<file path="config.mk">
export PLATFORM = sky130hd
export DESIGN_NAME = wb_stage_pipe_flat
export DESIGN_NICKNAME = d
export VERILOG_FILES = /design/src/rtl/wb_stage_pipe_pkg.sv /design/src/rtl/wb_stage_pipe_if.sv /design/src/rtl/wb_stage_pipe_skid_buf.sv /design/src/rtl/wb_stage_pipe.sv /design/src/flat_wrapper.sv
export SDC_FILE = /design/constraint.sdc
export NUM_CORES = 1
export LEC_CHECK = 0
export ABC_AREA = 1
export ABC_CLOCK_PERIOD_IN_PS = 3510
export CAP_MARGIN = 20
export CORE_ASPECT_RATIO = 0.75
export CORE_UTILIZATION = 49
export CTS_BUF_LIST = sky130_fd_sc_hd__clkbuf_4 sky130_fd_sc_hd__clkbuf_8
export DETAILED_ROUTE_END_ITERATION = 8
export HOLD_SLACK_MARGIN = 0.12
export PLACE_DENSITY = 0.95
export SYNTH_ARGS = -nofsm -noshare
export SYNTH_HDL_FRONTEND = slang
export SYNTH_SLANG_ARGS = --single-unit
export TNS_END_PERCENT = 5
</file>
<file path="constraint.sdc">
create_clock -name clk -period 3.51 [get_ports clk]
set_clock_uncertainty 0.05 [all_clocks]
set_input_delay 0.5265 -clock clk [delete_from_list [all_inputs] [get_ports clk]]
set_output_delay 0.5265 -clock clk [all_outputs]
set_load 0.01 [all_outputs]
</file>
<file path="src/rtl/wb_stage_pipe_pkg.sv">
// Shared types and helpers for the MEM->WB pipeline boundary (wb_stage_pipe).
package wb_stage_pipe_pkg;

    localparam int unsigned WB_STAGE_DATA_W = 32;
    localparam int unsigned WB_STAGE_ADDR_W = 5;

    typedef enum logic [1:0] {
        WB_STAGE_EMPTY = 2'd0,
        WB_STAGE_MAIN  = 2'd1,
        WB_STAGE_SKID  = 2'd2
    } wb_stage_state_t;

    // Packed payload layout: {we, waddr, result, hi, lo, whilo}
    function automatic int unsigned payload_w(input int unsigned aw, input int unsigned dw);
        return 2 + aw + 3 * dw;
    endfunction

endpackage

</file>
<file path="src/rtl/wb_stage_pipe_if.sv">
// MEM->WB boundary bus: mem-side offer, WB-side result, valid/ready and flush.
interface wb_stage_pipe_if #(
    parameter int unsigned DATA_W = 32,
    parameter int unsigned ADDR_W = 5
);
    logic              flush;
    logic              in_valid;
    logic              in_ready;
    logic              mem_we;
    logic [ADDR_W-1:0] mem_waddr;
    logic [DATA_W-1:0] mem_result;
    logic [DATA_W-1:0] mem_hi;
    logic [DATA_W-1:0] mem_lo;
    logic              mem_whilo;
    logic              out_valid;
    logic              out_ready;
    logic              wb_we;
    logic [ADDR_W-1:0] wb_waddr;
    logic [DATA_W-1:0] wb_result;
    logic [DATA_W-1:0] wb_hi;
    logic [DATA_W-1:0] wb_lo;
    logic              wb_whilo;

    modport master (
        output flush, in_valid, mem_we, mem_waddr, mem_result, mem_hi, mem_lo, mem_whilo, out_ready,
        input  in_ready, out_valid, wb_we, wb_waddr, wb_result, wb_hi, wb_lo, wb_whilo
    );

    modport slave (
        input  flush, in_valid, mem_we, mem_waddr, mem_result, mem_hi, mem_lo, mem_whilo, out_ready,
        output in_ready, out_valid, wb_we, wb_waddr, wb_result, wb_hi, wb_lo, wb_whilo
    );
endinterface

</file>
<file path="src/rtl/wb_stage_pipe_skid_buf.sv">
// Generic valid/ready buffer: 2 entries with registered in_ready when WB_STAGE_SKID_EN
// is defined, otherwise a single register with combinational in_ready.
module skid_buf
    import wb_stage_pipe_pkg::*;
#(
    parameter int unsigned W = 8
) (
    input  logic         clk,
    input  logic         rst,
    input  logic         flush,
    input  logic         in_valid,
    output logic         in_ready,
    input  logic [W-1:0] in_data,
    output logic         out_valid,
    input  logic         out_ready,
    output logic [W-1:0] out_data
);
    wb_stage_state_t state_q, state_d;
    logic [W-1:0]    main_q, main_d;
    logic            accept, transfer;

`ifdef WB_STAGE_SKID_EN
    logic [W-1:0] skid_q, skid_d;
    logic         in_ready_q, in_ready_d;
    assign in_ready = in_ready_q;
`else
    assign in_ready = out_ready | ~out_valid;
`endif

    assign out_valid = (state_q != WB_STAGE_EMPTY);
    assign out_data  = main_q;
    assign accept    = in_valid & in_ready;
    assign transfer  = out_valid & out_ready;

    always_comb begin
        state_d = state_q;
        main_d  = main_q;
`ifdef WB_STAGE_SKID_EN
        skid_d  = skid_q;
`endif
        unique case (state_q)
            WB_STAGE_EMPTY: if (accept) begin
                state_d = WB_STAGE_MAIN;
                main_d  = in_data;
            end
            WB_STAGE_MAIN: begin
`ifdef WB_STAGE_SKID_EN
                if (accept && !transfer) begin
                    state_d = WB_STAGE_SKID;
                    skid_d  = in_data;
                end else
`endif
                if (accept) main_d = in_data;
                else if (transfer) state_d = WB_STAGE_EMPTY;
            end
`ifdef WB_STAGE_SKID_EN
            WB_STAGE_SKID: if (transfer) begin
                state_d = WB_STAGE_MAIN;
                main_d  = skid_q;
            end
`endif
            default: state_d = WB_STAGE_EMPTY;
        endcase
        // Flush squashes everything, including an entry offered this cycle.
        if (flush) begin
            state_d = WB_STAGE_EMPTY;
            main_d  = '0;
`ifdef WB_STAGE_SKID_EN
            skid_d  = '0;
`endif
        end
`ifdef WB_STAGE_SKID_EN
        in_ready_d = (state_d != WB_STAGE_SKID);
`endif
    end

    always_ff @(posedge clk) begin
        if (rst) begin
            state_q <= WB_STAGE_EMPTY;
            main_q  <= '0;
`ifdef WB_STAGE_SKID_EN
            skid_q     <= '0;
            in_ready_q <= 1'b1;
`endif
        end else begin
            state_q <= state_d;
            main_q  <= main_d;
`ifdef WB_STAGE_SKID_EN
            skid_q     <= skid_d;
            in_ready_q <= in_ready_d;
`endif
        end
    end
endmodule

</file>
<file path="src/rtl/wb_stage_pipe.sv">
// MEM->WB pipeline boundary with handshake and flush; write strobes gated by out_valid.
// Optional 2-entry skid buffer enabled by defining WB_STAGE_SKID_EN.
module wb_stage_pipe
    import wb_stage_pipe_pkg::*;
#(
    parameter int unsigned DATA_W = WB_STAGE_DATA_W,
    parameter int unsigned ADDR_W = WB_STAGE_ADDR_W
) (
    input logic            clk,
    input logic            rst,
    wb_stage_pipe_if.slave bus
);
    localparam int unsigned W = payload_w(ADDR_W, DATA_W);

    logic [W-1:0] in_data, out_data;
    logic         ent_we, ent_whilo;

    assign in_data = {bus.mem_we, bus.mem_waddr, bus.mem_result, bus.mem_hi, bus.mem_lo, bus.mem_whilo};
    assign {ent_we, bus.wb_waddr, bus.wb_result, bus.wb_hi, bus.wb_lo, ent_whilo} = out_data;

    assign bus.wb_we    = bus.out_valid & ent_we;
    assign bus.wb_whilo = bus.out_valid & ent_whilo;

    skid_buf #(.W(W)) u_skid_buf (
        .clk       (clk),
        .rst       (rst),
        .flush     (bus.flush),
        .in_valid  (bus.in_valid),
        .in_ready  (bus.in_ready),
        .in_data   (in_data),
        .out_valid (bus.out_valid),
        .out_ready (bus.out_ready),
        .out_data  (out_data)
    );
endmodule

</file>
<file path="src/flat_wrapper.sv">
// flat-port wrapper written by rule: the top's interface ports become plain ports
module wb_stage_pipe_flat import wb_stage_pipe_pkg::*;
#(
    parameter int unsigned DATA_W = WB_STAGE_DATA_W,
    parameter int unsigned ADDR_W = WB_STAGE_ADDR_W
)
  (clk, rst, bus_flush, bus_in_valid, bus_mem_we, bus_mem_waddr, bus_mem_result, bus_mem_hi, bus_mem_lo, bus_mem_whilo, bus_out_ready, bus_in_ready, bus_out_valid, bus_wb_we, bus_wb_waddr, bus_wb_result, bus_wb_hi, bus_wb_lo, bus_wb_whilo);
  wb_stage_pipe_if #(.DATA_W(DATA_W), .ADDR_W(ADDR_W)) bus_i ();
  input logic clk;
  input logic rst;
  input wire logic [$bits(bus_i.flush)-1:0] bus_flush;
  input wire logic [$bits(bus_i.in_valid)-1:0] bus_in_valid;
  input wire logic [$bits(bus_i.mem_we)-1:0] bus_mem_we;
  input wire logic [$bits(bus_i.mem_waddr)-1:0] bus_mem_waddr;
  input wire logic [$bits(bus_i.mem_result)-1:0] bus_mem_result;
  input wire logic [$bits(bus_i.mem_hi)-1:0] bus_mem_hi;
  input wire logic [$bits(bus_i.mem_lo)-1:0] bus_mem_lo;
  input wire logic [$bits(bus_i.mem_whilo)-1:0] bus_mem_whilo;
  input wire logic [$bits(bus_i.out_ready)-1:0] bus_out_ready;
  output wire logic [$bits(bus_i.in_ready)-1:0] bus_in_ready;
  output wire logic [$bits(bus_i.out_valid)-1:0] bus_out_valid;
  output wire logic [$bits(bus_i.wb_we)-1:0] bus_wb_we;
  output wire logic [$bits(bus_i.wb_waddr)-1:0] bus_wb_waddr;
  output wire logic [$bits(bus_i.wb_result)-1:0] bus_wb_result;
  output wire logic [$bits(bus_i.wb_hi)-1:0] bus_wb_hi;
  output wire logic [$bits(bus_i.wb_lo)-1:0] bus_wb_lo;
  output wire logic [$bits(bus_i.wb_whilo)-1:0] bus_wb_whilo;
  assign bus_i.flush = bus_flush;
  assign bus_i.in_valid = bus_in_valid;
  assign bus_i.mem_we = bus_mem_we;
  assign bus_i.mem_waddr = bus_mem_waddr;
  assign bus_i.mem_result = bus_mem_result;
  assign bus_i.mem_hi = bus_mem_hi;
  assign bus_i.mem_lo = bus_mem_lo;
  assign bus_i.mem_whilo = bus_mem_whilo;
  assign bus_i.out_ready = bus_out_ready;
  assign bus_in_ready = bus_i.in_ready;
  assign bus_out_valid = bus_i.out_valid;
  assign bus_wb_we = bus_i.wb_we;
  assign bus_wb_waddr = bus_i.wb_waddr;
  assign bus_wb_result = bus_i.wb_result;
  assign bus_wb_hi = bus_i.wb_hi;
  assign bus_wb_lo = bus_i.wb_lo;
  assign bus_wb_whilo = bus_i.wb_whilo;
  wb_stage_pipe #(.DATA_W(DATA_W), .ADDR_W(ADDR_W)) u_core (.clk(clk), .rst(rst), .bus(bus_i));
endmodule
</file>
==> metrics.md, run 1 <==
| Metric | Value |
|---|---|
| Outcome | finished clean |
| Synth unique cells | 14 |
| Relative slew slack | 0.5492 |
| Max Root-Sink Buffers | 2 |
| RSZ-0062 raised after global routing | false |
| Critical Path RT | 2930 ps |
| Clock root buffer | clkbuf_8 |
| Worst setup EP type | primary output |
| Layout cells sized above 1 | 0.02674 |
| Vias in the first global route | 4,071 |
| Register area share after synthesis | 0.3885 |
| DIE HEIGHT | 92.57 um |
| Commonest non-fill, non-tap cell in the layout | clkdlybuf4s50_1 |
| Via/cell ratio | 4.694 |
| Non-Filler Instances | 996 |
| Initial antenna violation count | 0 |
| CP Data Arrival Time | 2040 ps |
| HPWL after DPL | 8076 um |
| Minimum clock period after layout | 2620 ps |
| Worst setup margin | 889.8 ps |
| Cells after DPL | 980 |
| CORE AREA | 10,450 um^2 |
| Routed WL per cell | 11.99 um |
| Post-Route WL | 11,940 um |
| TritonCTS clock tree | yes |
| Ant diodes | 0 |
| Hold Path Class | flip-flop to flip-flop |
| GRT overflow | 0 |
| Mapped Cells | 785 |
| Post-CTS Setup Inserts | 0 |
| Initial drt markers | 268 |
| Worst Max-Slew Pin Slew | 676.2 ps |
| Largest net degree at the start of global routing | 138 |
| F_max | 0.3816 GHz |
| Vias | 4,675 |
| Synth Register Bits | 104 |
| Crit Path Category | primary input to primary output |
| Gr busiest metal | met2 |
| Final Slew Violations | 0 |
| Post-synthesis instance area | 5359 um^2 |
| Avg Cell Area, Syn | 6.827 um^2 |
| Final setup vio count | 0 |
| Nets | 963 |
| Gpl congestion | 0.7539 |
| Final Hold Vio Count | 0 |
| Met3 Resource Use GR | 0.09914 |
| Port bufs | 212 |
| Final worst-path cycle share | 0.7465 |
| Cts repair resizes | 0 |
| Synthesis Warnings | 0 |
| Place WS | 892.0 ps |
| CTS Sinks | 104 |
| M2 GR Usage | 0.3352 |
| Startpoint Class | primary input |
| First-pass GRT wire length | 18,580 um |
| Antenna-violating nets left | 0 |
| Total CTS buffers | 9 |
| Initial Utilization | 0.5128 |
| CTS Hold Bufs | 0 |
| Clock slew at reported path FFs | 90 ps |
| Lkg Pwr | 0.003106 uW |
| Drt pass-1 iters | 4 |
| Peak supply drop | 0.3125 mV |
| Worst skew pair latency | 340 ps |
| GR Util met1 | 0.2344 |
| PwrDens | 363.9 nW/um^2 |
| Total Die Area | 11,360 um^2 |
| Most frequent cells in the layout | clkdlybuf4s50_1, inv_1, nand2_1 |
| I/O pin cnt | 213 |
| Die X | 122.8 um |
| Post-Route Setup TNS | 0 ps |
| Post-synth net total | 893 |
| CP Max Fanout | 71 |
| Total power | 2511 uW |
| DRC violations left | 0 |
| P&R area growth vs syn | 28.76% |
| Max_cap viols | 0 |
| Site Rows | 32 |
| H-tree lvl count | 3 |
| Gr usage total | 0.2036 |
-- cells by family after synthesis --
| logic type | Yosys count | share of synthesized area |
|---|---|---|
| and+or+nand+nor | 314 | 0.2452 |
| DFF | 104 | 0.3885 |
| buffers and inverters | 263 | 0.2692 |
| AOI/OAI and AO/OA | 104 | 0.09713 |
-- synth_stat cells, drive strengths merged --
| cell type | instances | area share |
|---|---|---|
| a21oi | 104 | 0.097 |
| buf | 143 | 0.19 |
| clkbuf | 14 | 0.0098 |
| dfxtp | 104 | 0.39 |
| inv | 106 | 0.074 |
| nand2 | 106 | 0.075 |
| nand3 | 103 | 0.096 |
| nor2 | 104 | 0.073 |
| nor3 | 1 | 0.00093 |
-- cell type report --
cell class,instances,area [um^2]
Timing Repair Buffer,216,2191
Sequential cell,104,2082
Clock buffer,12,152.6
Multi-Input combinational cell,418,1853
Fill cell,870,3550
Tap cell,136,170.2
Clock inverter,4,53.80
Inverter,106,397.9
-- per-stage QoR --
step | cell area [um^2] | hold slack (ps) | util
2_1_floorplan | 5359 | 401.9 | -
3_3_place_gp | 6694 | 407.8 | 0.6406
3_5_place_dp | 6694 | 416.9 | 0.6406
4_1_cts | 6900 | 440.2 | 0.6603
5_1_grt | 6900 | 463.4 | 0.6603
6_report | 6900 | 433.7 | 0.6603
-- critical path, stage by stage --
cell,delay (ps)
clkdlybuf4s50_1,450
inv_1,100
nand2_8,300
clkdlybuf4s50_1,620
-- sequential cells by signal, indices dropped and copies added (netlist names) --
signal / cells
u_core.u_skid_buf.state_q: 1
u_core.u_skid_buf.out_data: 103
-- where the power goes --
group	internal, uW	total (uW)	leakage (uW)	switching (uW)
Clock	367	758	0.0000996	391
Sequential	1230	1260	0.000851	27.7
Combinational	276	493	0.00215	218
Total	1870	2510	0.00311	636
-- worst paths after layout --
kind / startpoint / endpoint / slack, ps / cells past startpoint
worst min register to register: u_core.u_skid_buf.out_data[57] / u_core.u_skid_buf.out_data[57] / 430 / 2
worst min-delay path: u_core.u_skid_buf.out_data[57] / u_core.u_skid_buf.out_data[57] / 430 / 2
worst max register to register: u_core.u_skid_buf.state_q[0] / u_core.u_skid_buf.out_data[44] / 1680 / 5
worst max-delay path: bus_out_ready / bus_in_ready / 890 / 4
-- layer usage --
| metal | vias up | wire length, um | part of all wire |
|---|---|---|---|
| met3 | 15 | 1414 | 0.12 |
| met2 | 156 | 5408 | 0.45 |
| met1 | 2043 | 4968 | 0.42 |
| met4 | 0 | 149 | 0.012 |
| li1 | 2461 | - | - |
| met5 | - | 0 | 0 |
Note: power is estimated with default switching activity, not from simulation.
==> run 2, diff against run 1 <==
Settings changed: ABC_CLOCK_PERIOD_IN_PS 3510 to 2590, CORE_UTILIZATION 49 to 45, PLACE_DENSITY 0.95 to 0.94.
Clock period 3.51 ns to 2.59 ns, I/O delays scaled along.
==> run 2 against run 1 <==
Sequential share of layout area down 0.37 points. Via count up 1.2%. Flip-flop and latch count unchanged. Critical path depth did not move. Worst setup slack lost 400 ps. Cell count increased by 2.5%. Core utilization decreased by 5.9 points. Register-to-register slack worse by 750 ps. Final area is 1.2% higher. Routed wire length about the same. Count of clock-buffer cells in the layout shrank 3. Hold slack got worse by 3.2 ps. Highest routed layer unchanged.
==> metrics.md, run 2 (synthesized netlist as in run 1, its figures left out) <==
| Metric | Value |
|---|---|
| Design area | 6985 um^2 |
| Port bufs | 212 |
| Ant diodes | 0 |
| Hold WS | 430.6 ps |
| Post-CTS Setup Inserts | 0 |
| CTS Hold Bufs | 0 |
| CTS Sinks | 104 |
| Commonest non-fill, non-tap cell in the layout | clkdlybuf4s50_1 |
| Largest net degree at the start of global routing | 207 |
| H-tree lvl count | 3 |
| Initial drt markers | 181 |
| Initial Utilization | 0.4614 |
| Gr usage total | 0.1822 |
| Die X | 128.0 um |
| Relative slew slack | 0.4554 |
| Post-Route Setup TNS | 0 ps |
| Cells after DPL | 1,008 |
| Via/cell ratio | 4.635 |
| Critical Path RT | 2150 ps |
| Nets | 965 |
| HPWL after DPL | 7932 um |
| Crit Path Category | primary input to primary output |
| Worst setup margin | 493.5 ps |
| Non-Filler Instances | 1,021 |
| Routed WL per cell | 11.69 um |
| GRT overflow | 0 |
| DIE HEIGHT | 96.51 um |
| CP Max Fanout | 2 |
| Antenna-violating nets left | 0 |
| Vias in the first global route | 3,905 |
| Max Root-Sink Buffers | 2 |
| Max_cap viols | 0 |
| PwrDens | 517.1 nW/um^2 |
| Minimum clock period after layout | 2096 ps |
| Worst Max-Slew Pin Slew | 817.0 ps |
| I/O pin cnt | 213 |
| Hold Path Class | primary input to flip-flop |
| Peak supply drop | 0.4400 mV |
| Place WS | 447.6 ps |
| Most frequent cells in the layout | clkdlybuf4s50_1, inv_1, nand2_1 |
| Filler cell count in the final layout | 1,027 |
| Final Hold Vio Count | 0 |
| Final Slew Violations | 0 |
| P&R area growth vs syn | 30.35% |
| Final setup vio count | 0 |
| RSZ-0062 raised after global routing | false |
| CORE AREA | 11,610 um^2 |
| DRC violations left | 0 |
| Startpoint Class | primary input |
| Clock root buffer | clkbuf_8 |
| Gpl congestion | 0.7402 |
| Lkg Pwr | 0.003137 uW |
| Vias | 4,732 |
| Placed inst area | 6741 um^2 |
| First-pass GRT wire length | 18,000 um |
| Footprint of the multi-input gates | 1853 um^2 |
| Site Rows | 34 |
| Post-Route WL | 11,940 um |
| FF/Latch Area | 2082 um^2 |
| Cts repair resizes | 0 |
| Total CTS buffers | 9 |
| TritonCTS clock tree | yes |
| Total Die Area | 12,350 um^2 |
| Clock slew at reported path FFs | 90 ps |
| Final worst-path cycle share | 0.8095 |
| F_max | 0.4770 GHz |
| Outcome | finished clean |
| Drt pass-1 iters | 4 |
| Worst setup EP type | primary output |
| CP Data Arrival Time | 1660 ps |
| Largest register FFs | 103 |
| Worst skew pair latency | 340 ps |
| Layout cells sized above 1 | 0.02561 |
| Initial antenna violation count | 0 |
## run 2: path summary, 6_finish.rpt
| check | startpoint | to | slack (ps) | depth (start not counted) |
|---|---|---|---|---|
| max reg2reg | u_core.u_skid_buf.state_q[0] | u_core.u_skid_buf.out_data[87] | 930 | 5 |
| min | bus_in_valid | u_core.u_skid_buf.out_data[46] | 430 | 4 |
| min reg2reg | u_core.u_skid_buf.out_data[16] | u_core.u_skid_buf.out_data[16] | 430 | 2 |
| max | bus_out_ready | bus_in_ready | 490 | 4 |
## run 2: stage by stage
step / total power, uW / utilization
after floorplan: 2159 / -
after global placement: 2401 / 0.5805
after detailed placement: 2417 / 0.5805
after CTS: 3664 / 0.6015
after global routing: 3794 / 0.6015
final: 3612 / 0.6015
## run 2: critical path: stages
cell and delay [ps]:
clkdlybuf4s50_1 450, inv_1 100, nand2_8 80, clkdlybuf4s50_1 630
## run 2: area by class of cell
class | instances | area share
tap | 162 | 0.02902
timing repair buffer | 218 | 0.3158
inverter | 106 | 0.05696
clock buffer | 9 | 0.01773
clock inverter | 4 | 0.01720
multi-input combinational | 418 | 0.2653
sequential | 104 | 0.2980
## run 2: report_power, final
part / internal (uW) / switching, uW / total [uW]
logic: 376 / 295 / 671
clock network: 724 / 509 / 1230
registers: 1670 / 37.3 / 1710
## run 2: layer usage
layer  wire length [um]  vias up  global-route usage  share of wire
li1                   -     2462                   -              -
met1               5062     2094              0.2144           0.42
met2               5462      160              0.2989           0.46
met3               1231       16             0.07985           0.10
met4                180        0             0.06078          0.015
met5                  0        -                   0              0
==> run 3, diff against run 2 <==
Settings changed: ABC_CLOCK_PERIOD_IN_PS 2590 to 1960.
Clock period 2.59 ns to 1.96 ns, I/O delays scaled along.
==> run 3 against run 2 <==
Flip-flop and latch count unchanged. Combinational power up 36%. Total power up 20%. Cell count up 0.88%. Sequential power up 32%. Core utilization up 0.43 points. Register-to-register slack worse by 340 ps. Hold slack worse by 74 ps. Non-clock buffer count up 8. Routed wire length up 3.8%. Die area unchanged.
==> metrics.md, run 3 (synthesized netlist as in run 1, its figures left out) <==
| Metric | Value |
|---|---|
| Outcome | finished clean |
| TritonCTS clock tree | yes |
| I/O pin cnt | 213 |
| CP Max Fanout | 5 |
| Gr usage total | 0.1944 |
| Die X | 128.0 um |
| DIE HEIGHT | 96.51 um |
| Ant diodes | 0 |
| CTS Sinks | 104 |
| Cell internal pwr | 3175 uW |
| Nets | 973 |
| R2R setup slack | 590 ps |
| Commonest non-fill, non-tap cell in the layout | clkdlybuf4s50_1 |
| Port bufs | 212 |
| Final Hold Vio Count | 0 |
| HPWL after DPL | 8732 um |
| Largest net degree at the start of global routing | 54 |
| Max_cap viols | 0 |
| CORE AREA | 11,610 um^2 |
| RR Startpoint | u_core.u_skid_buf.state_q[0] |
| Crit Path Category | flip-flop to primary output |
| Site Rows | 34 |
| Seq pwr share | 0.522 |
| Placed inst area | 6877 um^2 |
| Worst skew pair latency | 350 ps |
| Peak supply drop | 0.4381 mV |
| Worst setup startpoint | u_core.u_skid_buf.state_q[0] |
| Cells after DPL | 1,016 |
| Vias in the first global route | 4,046 |
| Drt pass-1 iters | 4 |
| First-pass GRT wire length | 19,000 um |
| Largest register FFs | 103 |
| Max Root-Sink Buffers | 2 |
| WL met2 | 5795 um |
| Gpl congestion | 0.7559 |
| Worst r2r path cells | 6 |
| CTS Hold Bufs | 0 |
| Initial drt markers | 159 |
| H-tree lvl count | 3 |
| Total CTS buffers | 9 |
| Routed WL per cell | 12.03 um |
| GRT overflow | 0 |
| Post-Route WL | 12,390 um |
| DRC violations left | 0 |
| Worst Max-Slew Pin Slew | 388.3 ps |
| Initial Utilization | 0.4614 |
| Vias | 4,738 |
| Critical-path top delay cell | clkdlybuf4s50_1 |
| Minimum clock period after layout | 1806 ps |
| Most frequent cells in the layout | clkdlybuf4s50_1, inv_1, nand2_1 |
| Design area | 7036 um^2 |
| Via/cell ratio | 4.600 |
| CP Data Arrival Time | 1460 ps |
| P&R area growth vs syn | 31.29% |
| Total Die Area | 12,350 um^2 |
| Comb power frac | 0.211 |
| Non-Filler Instances | 1,030 |
| Final Slew Violations | 0 |
| Highest routed layer | met4 |
| R2r endpoint | u_core.u_skid_buf.out_data[90] |
| WHS Endpoint | u_core.u_skid_buf.out_data[29] |
| Wire length on met3 | 1123 um |
| Clock root buffer | clkbuf_8 |
| Min-delay src | bus_in_valid |
| RSZ-0062 raised after global routing | false |
| Lkg Pwr | 0.003163 uW |
| Slowest cell delay on critical path | 530 ps |
| PwrDens | 614.4 nW/um^2 |
| WP buf/inv | 2 |
| Worst Hold Path Cells | 3 |
| Worst setup EP type | primary output |
| F_max | 0.5536 GHz |
| Psw | 1148 uW |
| Clock slew at reported path FFs | 100 ps |
| Hold WS | 356.2 ps |
| Final setup vio count | 0 |
| Hold Path Class | primary input to flip-flop |
| M1 WL | 5383 um |
| Clk network pwr share | 0.267 |
| Total power | 4323 uW |
| Startpoint Class | flip-flop |
| Relative slew slack | 0.7411 |
| Layout cells sized above 1 | 0.03687 |
| Post-CTS Setup Inserts | 0 |
| Top delay family on crit path | buffers and inverters |
| Critical Path RT | 1620 ps |
| Sw frac | 0.2655 |
| CP cell instances | nand2_1 > inv_1 > clkdlybuf4s50_1 |
| Final worst-path cycle share | 0.9216 |
| Antenna-violating nets left | 0 |
| Initial antenna violation count | 0 |
run 3: final cells by class:
cell class              instances  area (um^2)
inverters                     106        397.9
clock inverters                 5        35.03
clock buffers                   9        123.9
fillers                      1072         4578
multi-input cells             418         1853
well taps                     162        202.7
repair buffers                226         2340
flip-flops and latches        104         2083
run 3: how the worst max path moves through the flow:
stage	to	slack (ps)	cells past startpoint
2_1_floorplan	u_core.u_skid_buf.out_data[51]	750	5
3_3_place_gp	bus_in_ready	60	4
3_5_place_dp	bus_in_ready	-3	4
4_1_cts	bus_wb_whilo	100	3
5_1_grt	bus_wb_whilo	50	3
6_report	bus_wb_whilo	150	3
run 3: per-layer routing:
layer | track usage | up-vias
met5 | 0 | -
met4 | 0.05196 | 0
met3 | 0.07930 | 9
met2 | 0.3324 | 141
met1 | 0.2268 | 2109
li1 | - | 2479
run 3: per-stage QoR:
| step | setup WS [ps] | setup TNS (ps) | util |
|---|---|---|---|
| floorplan | 753.4 | 0 | - |
| global placement | 56.58 | 0 | 0.5921 |
| detailed placement | -3.499 | -3.499 | 0.5921 |
| CTS | 103.4 | 0 | 0.6058 |
| global route | 50.76 | 0 | 0.6058 |
| finish | 153.7 | 0 | 0.6058 |
run 3: power groups by stage:
| stage | Clock (uW) | Sequential, uW | Combinational (uW) |
|---|---|---|---|
| 6_report | 1150 | 2260 | 912 |
| 4_1_cts | 1220 | 2260 | 919 |
| 3_3_place_gp | 0 | 2300 | 900 |
| 3_5_place_dp | 0 | 2310 | 917 |
| 2_1_floorplan | 0 | 2290 | 560 |
| 5_1_grt | 1290 | 2270 | 1010 |
run 3: what timing repair did:
item | 4_1_cts | 5_1_grt
endpoints found under the setup margin | 2 | 0
gates resized for setup | 2 | 0
hold endpoints to repair | 0 | 0
run 3: worst register-to-register path, delay by kind of cell, from the launching register on:
family | cells | cell delay (ps)
buffers and inverters | 2 | 490
DFF | 1 | 380
and+or+nand+nor | 4 | 350
